File: config.mk
export PLATFORM = sky130hd
export DESIGN_NAME = operand_fetch
export DESIGN_NICKNAME = d
export VERILOG_FILES = /design/src/rtl/turbo_pkg.sv /design/src/rtl/reg_scoreboard.sv /design/src/rtl/operand_fetch.sv
export SDC_FILE = /design/constraint.sdc
export NUM_CORES = 1
export LEC_CHECK = 0
export BUFFER_PORTS_ARGS = -buffer_cell sky130_fd_sc_hd__buf_2
export CORE_MARGIN = 2
export CORE_UTILIZATION = 50
export CTS_BUF_LIST = sky130_fd_sc_hd__clkbuf_8
export DETAILED_ROUTE_END_ITERATION = 10
export PLACE_DENSITY = 0.9
export SETUP_SLACK_MARGIN = 0.4
export SYNTH_ARGS = -nofsm -noshare
export SYNTH_HDL_FRONTEND = slang
export SYNTH_HIERARCHICAL = 1
export SYNTH_SLANG_ARGS = --single-unit
File: constraint.sdc
create_clock -name clk -period 5.78 [get_ports clk]
set_input_delay 0.867 -clock clk [delete_from_list [all_inputs] [get_ports clk]]
set_output_delay 0.867 -clock clk [all_outputs]
set_load 0.02 [all_outputs]
File: src/rtl/turbo_pkg.sv
// Shared widths and constants for the issue front end.
//   DATA_W     : operand / register data width
//   NUM_REGS   : number of architectural registers
//   REG_IDX_W  : register index width
//   PAYLOAD_W  : opaque instruction word width
//   ZERO_REG   : hard-wired zero register index
package turbo_pkg;

    localparam int unsigned DATA_W    = 32;
    localparam int unsigned NUM_REGS  = 32;
    localparam int unsigned REG_IDX_W = $clog2(NUM_REGS);
    localparam int unsigned PAYLOAD_W = 32;

    localparam logic [REG_IDX_W-1:0] ZERO_REG = '0;

endpackage : turbo_pkg

File: src/rtl/reg_scoreboard.sv
// Busy-bit scoreboard: one pending-write bit per architectural register.
// Ports:
//   clk, reset              : clock, synchronous active-high reset
//   i_set_en / i_set_idx    : mark a register busy (issued instruction)
//   i_clr_en / i_clr_idx    : write-back clears a register's busy bit
//   i_rs, i_rt, i_rd        : indices to look up for RAW / WAW hazards
//   o_hazard_c              : combinational, any of rs/rt/rd is hazarded
module reg_scoreboard
    import turbo_pkg::*;
#(
    parameter int unsigned NUM_REGS = turbo_pkg::NUM_REGS,
    parameter int unsigned IDX_W    = $clog2(NUM_REGS)
) (
    input  logic             clk,
    input  logic             reset,
    input  logic             i_set_en,
    input  logic [IDX_W-1:0] i_set_idx,
    input  logic             i_clr_en,
    input  logic [IDX_W-1:0] i_clr_idx,
    input  logic [IDX_W-1:0] i_rs,
    input  logic [IDX_W-1:0] i_rt,
    input  logic [IDX_W-1:0] i_rd,
    output logic             o_hazard_c
);

    localparam logic [IDX_W-1:0] ZERO_IDX = IDX_W'(ZERO_REG);

    // Register 0 never holds state, so only bits 1..NUM_REGS-1 exist.
    logic [NUM_REGS-1:1] r_busy;
    logic [NUM_REGS-1:1] w_busy_nxt;
    logic [NUM_REGS-1:0] w_busy;
    logic                w_haz_rs;
    logic                w_haz_rt;
    logic                w_haz_rd;

    assign w_busy = {r_busy, 1'b0};

    // Next busy vector; a set on the same register as a clear wins.
    always_comb begin
        w_busy_nxt = r_busy;
        for (int unsigned i = 1; i < NUM_REGS; i++) begin
            if (i_set_en && (i_set_idx == IDX_W'(i))) begin
                w_busy_nxt[i] = 1'b1;
            end else if (i_clr_en && (i_clr_idx == IDX_W'(i))) begin
                w_busy_nxt[i] = 1'b0;
            end
        end
    end

    always_ff @(posedge clk) begin
        if (reset) begin
            r_busy <= '0;
        end else begin
            r_busy <= w_busy_nxt;
        end
    end

    // A write-back landing this cycle resolves the hazard (it is forwarded).
    assign w_haz_rs = (i_rs != ZERO_IDX) && w_busy[i_rs] &&
                      !(i_clr_en && (i_clr_idx == i_rs));
    assign w_haz_rt = (i_rt != ZERO_IDX) && w_busy[i_rt] &&
                      !(i_clr_en && (i_clr_idx == i_rt));
    assign w_haz_rd = (i_rd != ZERO_IDX) && w_busy[i_rd] &&
                      !(i_clr_en && (i_clr_idx == i_rd));

    assign o_hazard_c = w_haz_rs || w_haz_rt || w_haz_rd;

endmodule : reg_scoreboard

File: src/rtl/operand_fetch.sv
// Operand fetch / issue stage: reads the register file, forwards the
// current write-back, blocks on RAW/WAW hazards and registers the issue
// bundle behind a valid/ready handshake.
// Ports:
//   clk, reset                     : clock, synchronous active-high reset
//   InValid/InReady                : upstream handshake
//   InRs, InRt, InRd, InPayload    : incoming instruction fields
//   ReadRegister1/2, ReadData1/2   : register-file async read port
//   WbEnable, WbRegister, WbData   : write-back bus
//   OutValid/OutReady              : downstream handshake
//   OutOpA, OutOpB, OutDest, OutPayload : registered issue bundle
module operand_fetch
    import turbo_pkg::*;
#(
    parameter int unsigned DATA_W   = turbo_pkg::DATA_W,
    parameter int unsigned NUM_REGS = turbo_pkg::NUM_REGS
) (
    input  logic                     clk,
    input  logic                     reset,
    input  logic                     InValid,
    output logic                     InReady,
    input  logic [$clog2(NUM_REGS)-1:0] InRs,
    input  logic [$clog2(NUM_REGS)-1:0] InRt,
    input  logic [$clog2(NUM_REGS)-1:0] InRd,
    input  logic [PAYLOAD_W-1:0]     InPayload,
    output logic [$clog2(NUM_REGS)-1:0] ReadRegister1,
    output logic [$clog2(NUM_REGS)-1:0] ReadRegister2,
    input  logic [DATA_W-1:0]        ReadData1,
    input  logic [DATA_W-1:0]        ReadData2,
    input  logic                     WbEnable,
    input  logic [$clog2(NUM_REGS)-1:0] WbRegister,
    input  logic [DATA_W-1:0]        WbData,
    output logic                     OutValid,
    input  logic                     OutReady,
    output logic [DATA_W-1:0]        OutOpA,
    output logic [DATA_W-1:0]        OutOpB,
    output logic [$clog2(NUM_REGS)-1:0] OutDest,
    output logic [PAYLOAD_W-1:0]     OutPayload
);

    localparam int unsigned IDX_W = $clog2(NUM_REGS);
    localparam logic [IDX_W-1:0] ZERO_IDX = IDX_W'(ZERO_REG);

    logic                 w_hazard;
    logic                 w_accept;
    logic                 w_set_en;
    logic [DATA_W-1:0]    w_op_a;
    logic [DATA_W-1:0]    w_op_b;

    logic                 r_valid;
    logic [DATA_W-1:0]    r_op_a;
    logic [DATA_W-1:0]    r_op_b;
    logic [IDX_W-1:0]     r_dest;
    logic [PAYLOAD_W-1:0] r_payload;

    assign ReadRegister1 = InRs;
    assign ReadRegister2 = InRt;

    assign w_set_en = w_accept && (InRd != ZERO_IDX);

    reg_scoreboard #(
        .NUM_REGS (NUM_REGS),
        .IDX_W    (IDX_W)
    ) u_scoreboard (
        .clk        (clk),
        .reset      (reset),
        .i_set_en   (w_set_en),
        .i_set_idx  (InRd),
        .i_clr_en   (WbEnable),
        .i_clr_idx  (WbRegister),
        .i_rs       (InRs),
        .i_rt       (InRt),
        .i_rd       (InRd),
        .o_hazard_c (w_hazard)
    );

    // Operand select: zero register, then same-cycle write-back, then RF.
    always_comb begin
        w_op_a = ReadData1;
        w_op_b = ReadData2;
        if (InRs == ZERO_IDX) begin
            w_op_a = '0;
        end else if (WbEnable && (WbRegister == InRs)) begin
            w_op_a = WbData;
        end
        if (InRt == ZERO_IDX) begin
            w_op_b = '0;
        end else if (WbEnable && (WbRegister == InRt)) begin
            w_op_b = WbData;
        end
    end

    // Ready is independent of InValid so upstream may wait on it.
    assign InReady  = !reset && !w_hazard && (!r_valid || OutReady);
    assign w_accept = InValid && InReady;

    // Issue bundle register; holds while stalled downstream.
    always_ff @(posedge clk) begin
        if (reset) begin
            r_valid   <= 1'b0;
            r_op_a    <= '0;
            r_op_b    <= '0;
            r_dest    <= '0;
            r_payload <= '0;
        end else if (w_accept) begin
            r_valid   <= 1'b1;
            r_op_a    <= w_op_a;
            r_op_b    <= w_op_b;
            r_dest    <= InRd;
            r_payload <= InPayload;
        end else if (OutReady) begin
            r_valid   <= 1'b0;
        end
    end

    assign OutValid   = r_valid;
    assign OutOpA     = r_op_a;
    assign OutOpB     = r_op_b;
    assign OutDest    = r_dest;
    assign OutPayload = r_payload;

endmodule : operand_fetch
# Yosys cells after proc, flatten, opt, wreduce, memory -nomap -nowiden
# Index checks and enable logic that the tools add are counted.
# Widths: inputs -> output; s select.
dict set report totals {
  reg_bits 133
  output_inout_bits 113
}
dict set report classes {
  n_lt_le_gt_ge 3
  n_eq_ne 65
  muxes 74
  reduce_logical 121
}
# cell n
set op_table {}
lappend op_table {{$eq 5x5->1 const B} 32}
lappend op_table {{$mux 32} 4}
lappend op_table {{$eq 5x4->1 const B} 16}
lappend op_table {{$logic_and 1x1->1} 75}
lappend op_table {{$mux 1} 67}
lappend op_table {{$reduce_bool 2->1} 32}
lappend op_table {{$eq 5x3->1 const B} 8}
lappend op_table {{$eq 5x2->1 const B} 4}
lappend op_table {{$lt 5x6->1 const B} 3}
lappend op_table {{$bmux 1 s5} 3}
lappend op_table {{$eq 5x5->1} 3}
lappend op_table {{$reduce_bool 5->1} 3}
lappend op_table {{$eq 5x1->1 const B} 2}
lappend op_table {{$logic_not 5->1} 2}
lappend op_table {{$logic_not 1->1} 6}
lappend op_table {{$logic_or 1x1->1} 3}

# Depth between registers and ports, before layout
dict set report logic_depth {
  depth_word 13
  mapped_depth 17
}

# Modules after synthesis
# Netlist, hierarchy kept.
# module n_inst cells_per_inst area_each_um2 seq_area_each_um2
set by_module_without_submodules {}
lappend by_module_without_submodules {operand_fetch 1 475 4474.3 2042.0}
lappend by_module_without_submodules {reg_scoreboard 1 279 2393.5 620.6}

# Worst setup path after synthesis
# Ideal clock, no wire load.
dict set report synth_timing {
  path_type {input port to flip-flop}
  start {in InRt[0]}
  end {reg u_scoreboard/r_busy[13] (netlist bit)}
  setup_ns 0.070
  arrival_ns 3.711
  t_required_ns 5.710
  slack_ns 1.999
  stages 15
  n_path_buf 4
  path_cell_list {buf_6 > mux4_2 > a2111o_1 > o2111ai_1 > nand4_1 > nor2_1 > and3_1 > buf_2 > buf_2 > buf_2 > o21a_1 > nand2b_1 > nor3b_1 > nand3_1 > a21oi_1}
}
dict set report synth_via {
  elab_chain_cells 13
  word_cells_on_any_way 18
  classes_between {eq/ne: 1; mux: 3; reduce/logical: 14}
}
# item line_no
set synth_rtl {}
lappend synth_rtl {{start: declaration} operand_fetch.sv:23} ;# input logic [$clog2(NUM_REGS)-1:0] InRt,
lappend synth_rtl {{$bmux 1 s5 or $eq 5x5->1 (tied branches)} {reg_scoreboard.sv:61, reg_scoreboard.sv:62}}
lappend synth_rtl {{$mux 1 (implied by the code) or $logic_and 1x1->1 (tied branches)} {reg_scoreboard.sv:61, reg_scoreboard.sv:62}}
lappend synth_rtl {{$logic_and 1x1->1 or $logic_not 1->1 (tied branches)} {reg_scoreboard.sv:61, reg_scoreboard.sv:62}}
lappend synth_rtl {{$logic_and 1x1->1 (*)} reg_scoreboard.sv:61} ;# assign w_haz_rt = (i_rt != ZERO_IDX) && w_busy[i_rt] &&
lappend synth_rtl {{$logic_or 1x1->1 (*) (2 in a row)} reg_scoreboard.sv:66} ;# assign o_hazard_c = w_haz_rs || w_haz_rt || w_haz_rd;
lappend synth_rtl {{via w_hazard} operand_fetch.sv:44} ;# logic w_hazard;
lappend synth_rtl {{$logic_not 1->1 (*)} operand_fetch.sv:94} ;# assign InReady = !reset && !w_hazard && (!r_valid || OutReady);
lappend synth_rtl {{$logic_and 1x1->1 (*) (2 in a row)} operand_fetch.sv:94}
lappend synth_rtl {{$logic_and 1x1->1 (*)} operand_fetch.sv:95} ;# assign w_accept = InValid && InReady;
lappend synth_rtl {{$logic_and 1x1->1 (*)} operand_fetch.sv:59} ;# assign w_set_en = w_accept && (InRd != ZERO_IDX);
lappend synth_rtl {{via w_set_en} operand_fetch.sv:46} ;# logic w_set_en;
lappend synth_rtl {{$logic_and 1x1->1 (*)} reg_scoreboard.sv:42} ;# if (i_set_en && (i_set_idx == IDX_W'(i))) begin
lappend synth_rtl {{$mux 1 or $reduce_bool 2->1 (tied branches)} n/a}
lappend synth_rtl {{end signal: assignment} reg_scoreboard.sv:54} ;# r_busy <= w_busy_nxt;
lappend synth_rtl {{end: declaration} reg_scoreboard.sv:29} ;# logic [NUM_REGS-1:1] r_busy;
# The timed path passes the listed nets; every way through them passes the cells marked *. The select of a mux whose other input is x is not followed.
# A chain may end at the register's enable or synchronous reset.

# Worst setup path after layout
dict set report layout_timing {
  start {in InRs[2]}
  end {out InReady}
}
dict set report layout_via {
  elab_chain_cells 9
  word_cells_on_any_way 13
  classes_between {eq/ne: 1; mux: 2; reduce/logical: 10}
}
# item line_no
set layout_rtl {}
lappend layout_rtl {{start: declaration} operand_fetch.sv:22} ;# input logic [$clog2(NUM_REGS)-1:0] InRs,
lappend layout_rtl {{$bmux 1 s5 or $eq 5x5->1 (tied branches)} {reg_scoreboard.sv:59, reg_scoreboard.sv:60}}
lappend layout_rtl {{$mux 1 (implied by the code) or $logic_and 1x1->1 (tied branches)} {reg_scoreboard.sv:59, reg_scoreboard.sv:60}}
lappend layout_rtl {{$logic_and 1x1->1 or $logic_not 1->1 (tied branches)} {reg_scoreboard.sv:59, reg_scoreboard.sv:60}}
lappend layout_rtl {{$logic_and 1x1->1 (*)} reg_scoreboard.sv:59} ;# assign w_haz_rs = (i_rs != ZERO_IDX) && w_busy[i_rs] &&
lappend layout_rtl {{$logic_or 1x1->1 (*) (2 in a row)} reg_scoreboard.sv:66}
lappend layout_rtl {{via w_hazard} operand_fetch.sv:44}
lappend layout_rtl {{$logic_not 1->1 (*)} operand_fetch.sv:94}
lappend layout_rtl {{$logic_and 1x1->1 (*) (2 in a row)} operand_fetch.sv:94}
lappend layout_rtl {{end: declaration} operand_fetch.sv:21} ;# output logic InReady,
# Marked as above.

==> results_dict.tcl <==
set metrics [dict create \
    synthToLayoutAreaGrowth_pct 22.19 \
    fp.dieW_um 121.2 \
    cts_max_level 4 \
    ctsRootBufferMaster "sky130_fd_sc_hd__clkbuf_8" \
    top_usage_layer "met2" \
    period_needed_ns 3.770 \
    grt_util_all_layers 0.2582 \
    row_count 42 \
    numClockSinks 133 \
    relSlewSlack 0.2520 \
    worstRegToRegCells 10 \
    unrepaired_setup_endpoints_after_global_routing "no" \
    core_um2 13350 \
    fin_tns_setup_ns 0 \
    avgSynthCellArea_um2 9.109 \
    detail-route-antenna-nets 0 \
    worstSetupEndpointType "primary output" \
    critical_path_arrival_ns 2.90 \
    maximum_number_of_pins_on_one_net_before_global_route_repair 78 \
    portBuffers 265 \
    max_slew.worst_pin.slew_ns 1.121 \
    run_status "finished clean" \
    worstSkewPairLatency_ns 0.44 \
    fmaxAchievable_ghz 0.2653 \
    number_of_antenna_violations_at_the_first_check_in_global_routing 0 \
    cts_resized 0 \
    routedWlPerCell_um 16.74 \
    cts_max_path_buffers 2 \
    antenna_cells 0 \
    worst_hold_path.num_cells 2 \
    report.final.setup_viol 0 \
    layout_cell_area_excl_fill_um2 8392 \
    synth-edff-count 0 \
    async_reset_ff_frac 0 \
    layout-drive-gt1-share 0.3840 \
    initial_core_util 0.5145 \
    first_global_vias 6219 \
    routabilityCongestion 0.8804 \
    design.die.area_um2 14690 \
    fraction_of_the_yosys_area_taken_by_sequential_cells 0.3877 \
    timing.critical_path.from_type "input port" \
    tritoncts.num_buffers 17 \
    cap_violations 0 \
    top_level_ports 266 \
    grt_first_pass_wirelength_mm 29.84 \
    n_fill_cell 1144 \
    gr-usage-met2 0.4558 \
    postSynthNetCount 907 \
    post_synth_instance_area_um2 6868 \
    ff_to_ff_setup_slack_ns 2.55 \
    final_core_util 0.6287 \
    grt_util_met1 0.2911 \
    p_leak_nw 3.612 \
    min_from "OutOpB[26]" \
    period_share 0.6522 \
    regToRegStartpoint "u_scoreboard/r_busy[9]" \
    drt_first_pass_iters 5 \
    min_delay_worst_endpoint "OutOpB[26]" \
    cells_after_synth 754 \
    hpwl_mm 14.11 \
    grt_remaining_overflow 0 \
    routed-via-count 6408 \
    placed_instance_area_um2 7989 \
    cp_data_required_time_ns 4.91 \
    initialDrtViolationCount 574 \
    cts_hold_buffers 0 \
    met3_track_usage_gr 0.07472 \
    route.detailed.vias_per_inst 5.510 \
    post_synth_num_cell_types 45 \
    vdd_ir_drop_max_v 0.0001515 \
    worst_setup_path_class "in2out" \
    min_path_type "reg2reg" \
    finalHoldViolCount 0 \
    yosys_reg_bits 133 \
    reg2reg_to "OutOpA[11]" \
    residual_drc 0 \
    yosysWarnings 6 \
    worst_setup_hold_path_clk_slew_ns 0.08 \
    drt-total-wl_mm 19.47 \
    maxSlewViolCount 0 \
    pwr_density_cell_nw_per_um2 256.5 \
    die_h_um 121.2 \
    post_cts_buffers 0 \
    tritoncts "built" \
    finalNetCount 1129 \
    final.setup_skew_ns 0.01281 \
    synthFlopType "sky130_fd_sc_hd__dfxtp_1" \
    crit_path_max_fanout 18 \
]
[cell type report]
type | instances | area, um^2 | share of cell area
clock buffers | 18 | 247.7 | 0.02952
multi-input cells | 551 | 3735 | 0.4451
flip-flops and latches | 133 | 2663 | 0.3173
inverters | 4 | 15.01 | 0.001789
well taps | 176 | 220.2 | 0.02624
repair buffers | 269 | 1356 | 0.1616
clock inverters | 12 | 155.1 | 0.01849
[routing by layer]
metal / vias to the layer above / part of all wire
li1: 3076 / -
met3: 52 / 0.086
met1: 2932 / 0.38
met2: 348 / 0.51
met4: 0 / 0.026
met5: - / 0
[cells in the final DEF, fill, tap and decap left out, drive strengths merged, types with 6 or more instances in the layout]
cell type and instances:
a21oi 34, and3 6, inv 7, dfxtp 133
nor2b 8, mux2i 81, nand2 175, nand3b 6
nand3 15, clkbuf 18, nor2 9, buf 269
o21ai 134, xor2 20, mux4 16
[through the flow]
| stage | std cells | power (mW) | setup slack (ns) | hold WS, ns |
|---|---|---|---|---|
| 2_1_floorplan | 754 | 1.234 | 1.999 | 0.4612 |
| 3_3_place_gp | 1133 | 1.361 | 1.704 | 0.4287 |
| 3_5_place_dp | 1133 | 1.373 | 1.625 | 0.4357 |
| 4_1_cts | 1163 | 2.172 | 2.022 | 0.4540 |
| 5_1_grt | 1163 | 2.245 | 1.848 | 0.4685 |
| 6_report | 1163 | 2.153 | 2.010 | 0.4512 |
[report_power, final]
part	internal [mW]	switching, mW	total (mW)
registers	0.962	0.0235	0.986
clock network	0.434	0.365	0.799
logic	0.134	0.234	0.368
total	1.53	0.622	2.15
[Yosys cell counts (6+ instances only)]
library cell,number,area share
sky130_fd_sc_hd__a21oi_1,33,0.024
sky130_fd_sc_hd__and3_1,6,0.0055
sky130_fd_sc_hd__buf_12,6,0.017
sky130_fd_sc_hd__buf_2,11,0.0080
sky130_fd_sc_hd__buf_4,16,0.017
sky130_fd_sc_hd__buf_6,7,0.011
sky130_fd_sc_hd__clkbuf_1,25,0.014
sky130_fd_sc_hd__dfxtp_1,133,0.39
sky130_fd_sc_hd__mux2i_1,81,0.12
sky130_fd_sc_hd__mux4_1,7,0.027
sky130_fd_sc_hd__mux4_2,9,0.030
sky130_fd_sc_hd__nand2_1,175,0.096
sky130_fd_sc_hd__nand3_1,15,0.011
sky130_fd_sc_hd__nand3b_1,6,0.0066
sky130_fd_sc_hd__nor2_1,9,0.0049
sky130_fd_sc_hd__nor2b_1,8,0.0073
sky130_fd_sc_hd__o21ai_0,72,0.052
sky130_fd_sc_hd__o21ai_2,62,0.079
sky130_fd_sc_hd__xor2_1,20,0.026
[worst max path at each step]
stage,from,endpoint,slack [ns]
6_report,InRs[2],InReady,2.01
3_3_place_gp,InRt[0],OutOpA[12],1.70
2_1_floorplan,InRt[0],u_scoreboard/r_busy[13],2.00
5_1_grt,InRd[0],OutOpB[0],1.85
4_1_cts,InRs[2],InReady,2.02
3_5_place_dp,InRs[2],OutOpA[26],1.63
[kinds of logic (layout without fill, tap and decap cells)]
group | count (synthesis) | count (layout) | share of synthesized area
simple gates | 246 | 246 | 0.1559
compound gates | 182 | 182 | 0.1754
mux | 100 | 100 | 0.1793
flops | 133 | 133 | 0.3877
xor+xnor | 23 | 23 | 0.02933
buf+inv | 70 | 303 | 0.07233
[sequential cells by signal, summed over array words and instances (netlist names)]
name and cells:
u_scoreboard/r_busy 31, OutPayload 32, OutOpA 32, OutOpB 32, OutValid 1, OutDest 5
[worst max-delay path, stage by stage]
cell and delay [ns]:
sky130_fd_sc_hd__buf_2 0.33, sky130_fd_sc_hd__mux4_2 0.55, sky130_fd_sc_hd__a211o_1 0.30, sky130_fd_sc_hd__a32oi_1 0.20, sky130_fd_sc_hd__nand4_1 0.17, sky130_fd_sc_hd__nor3_1 0.27, sky130_fd_sc_hd__buf_2 0.21
Power figures use the tool's default switching activity.
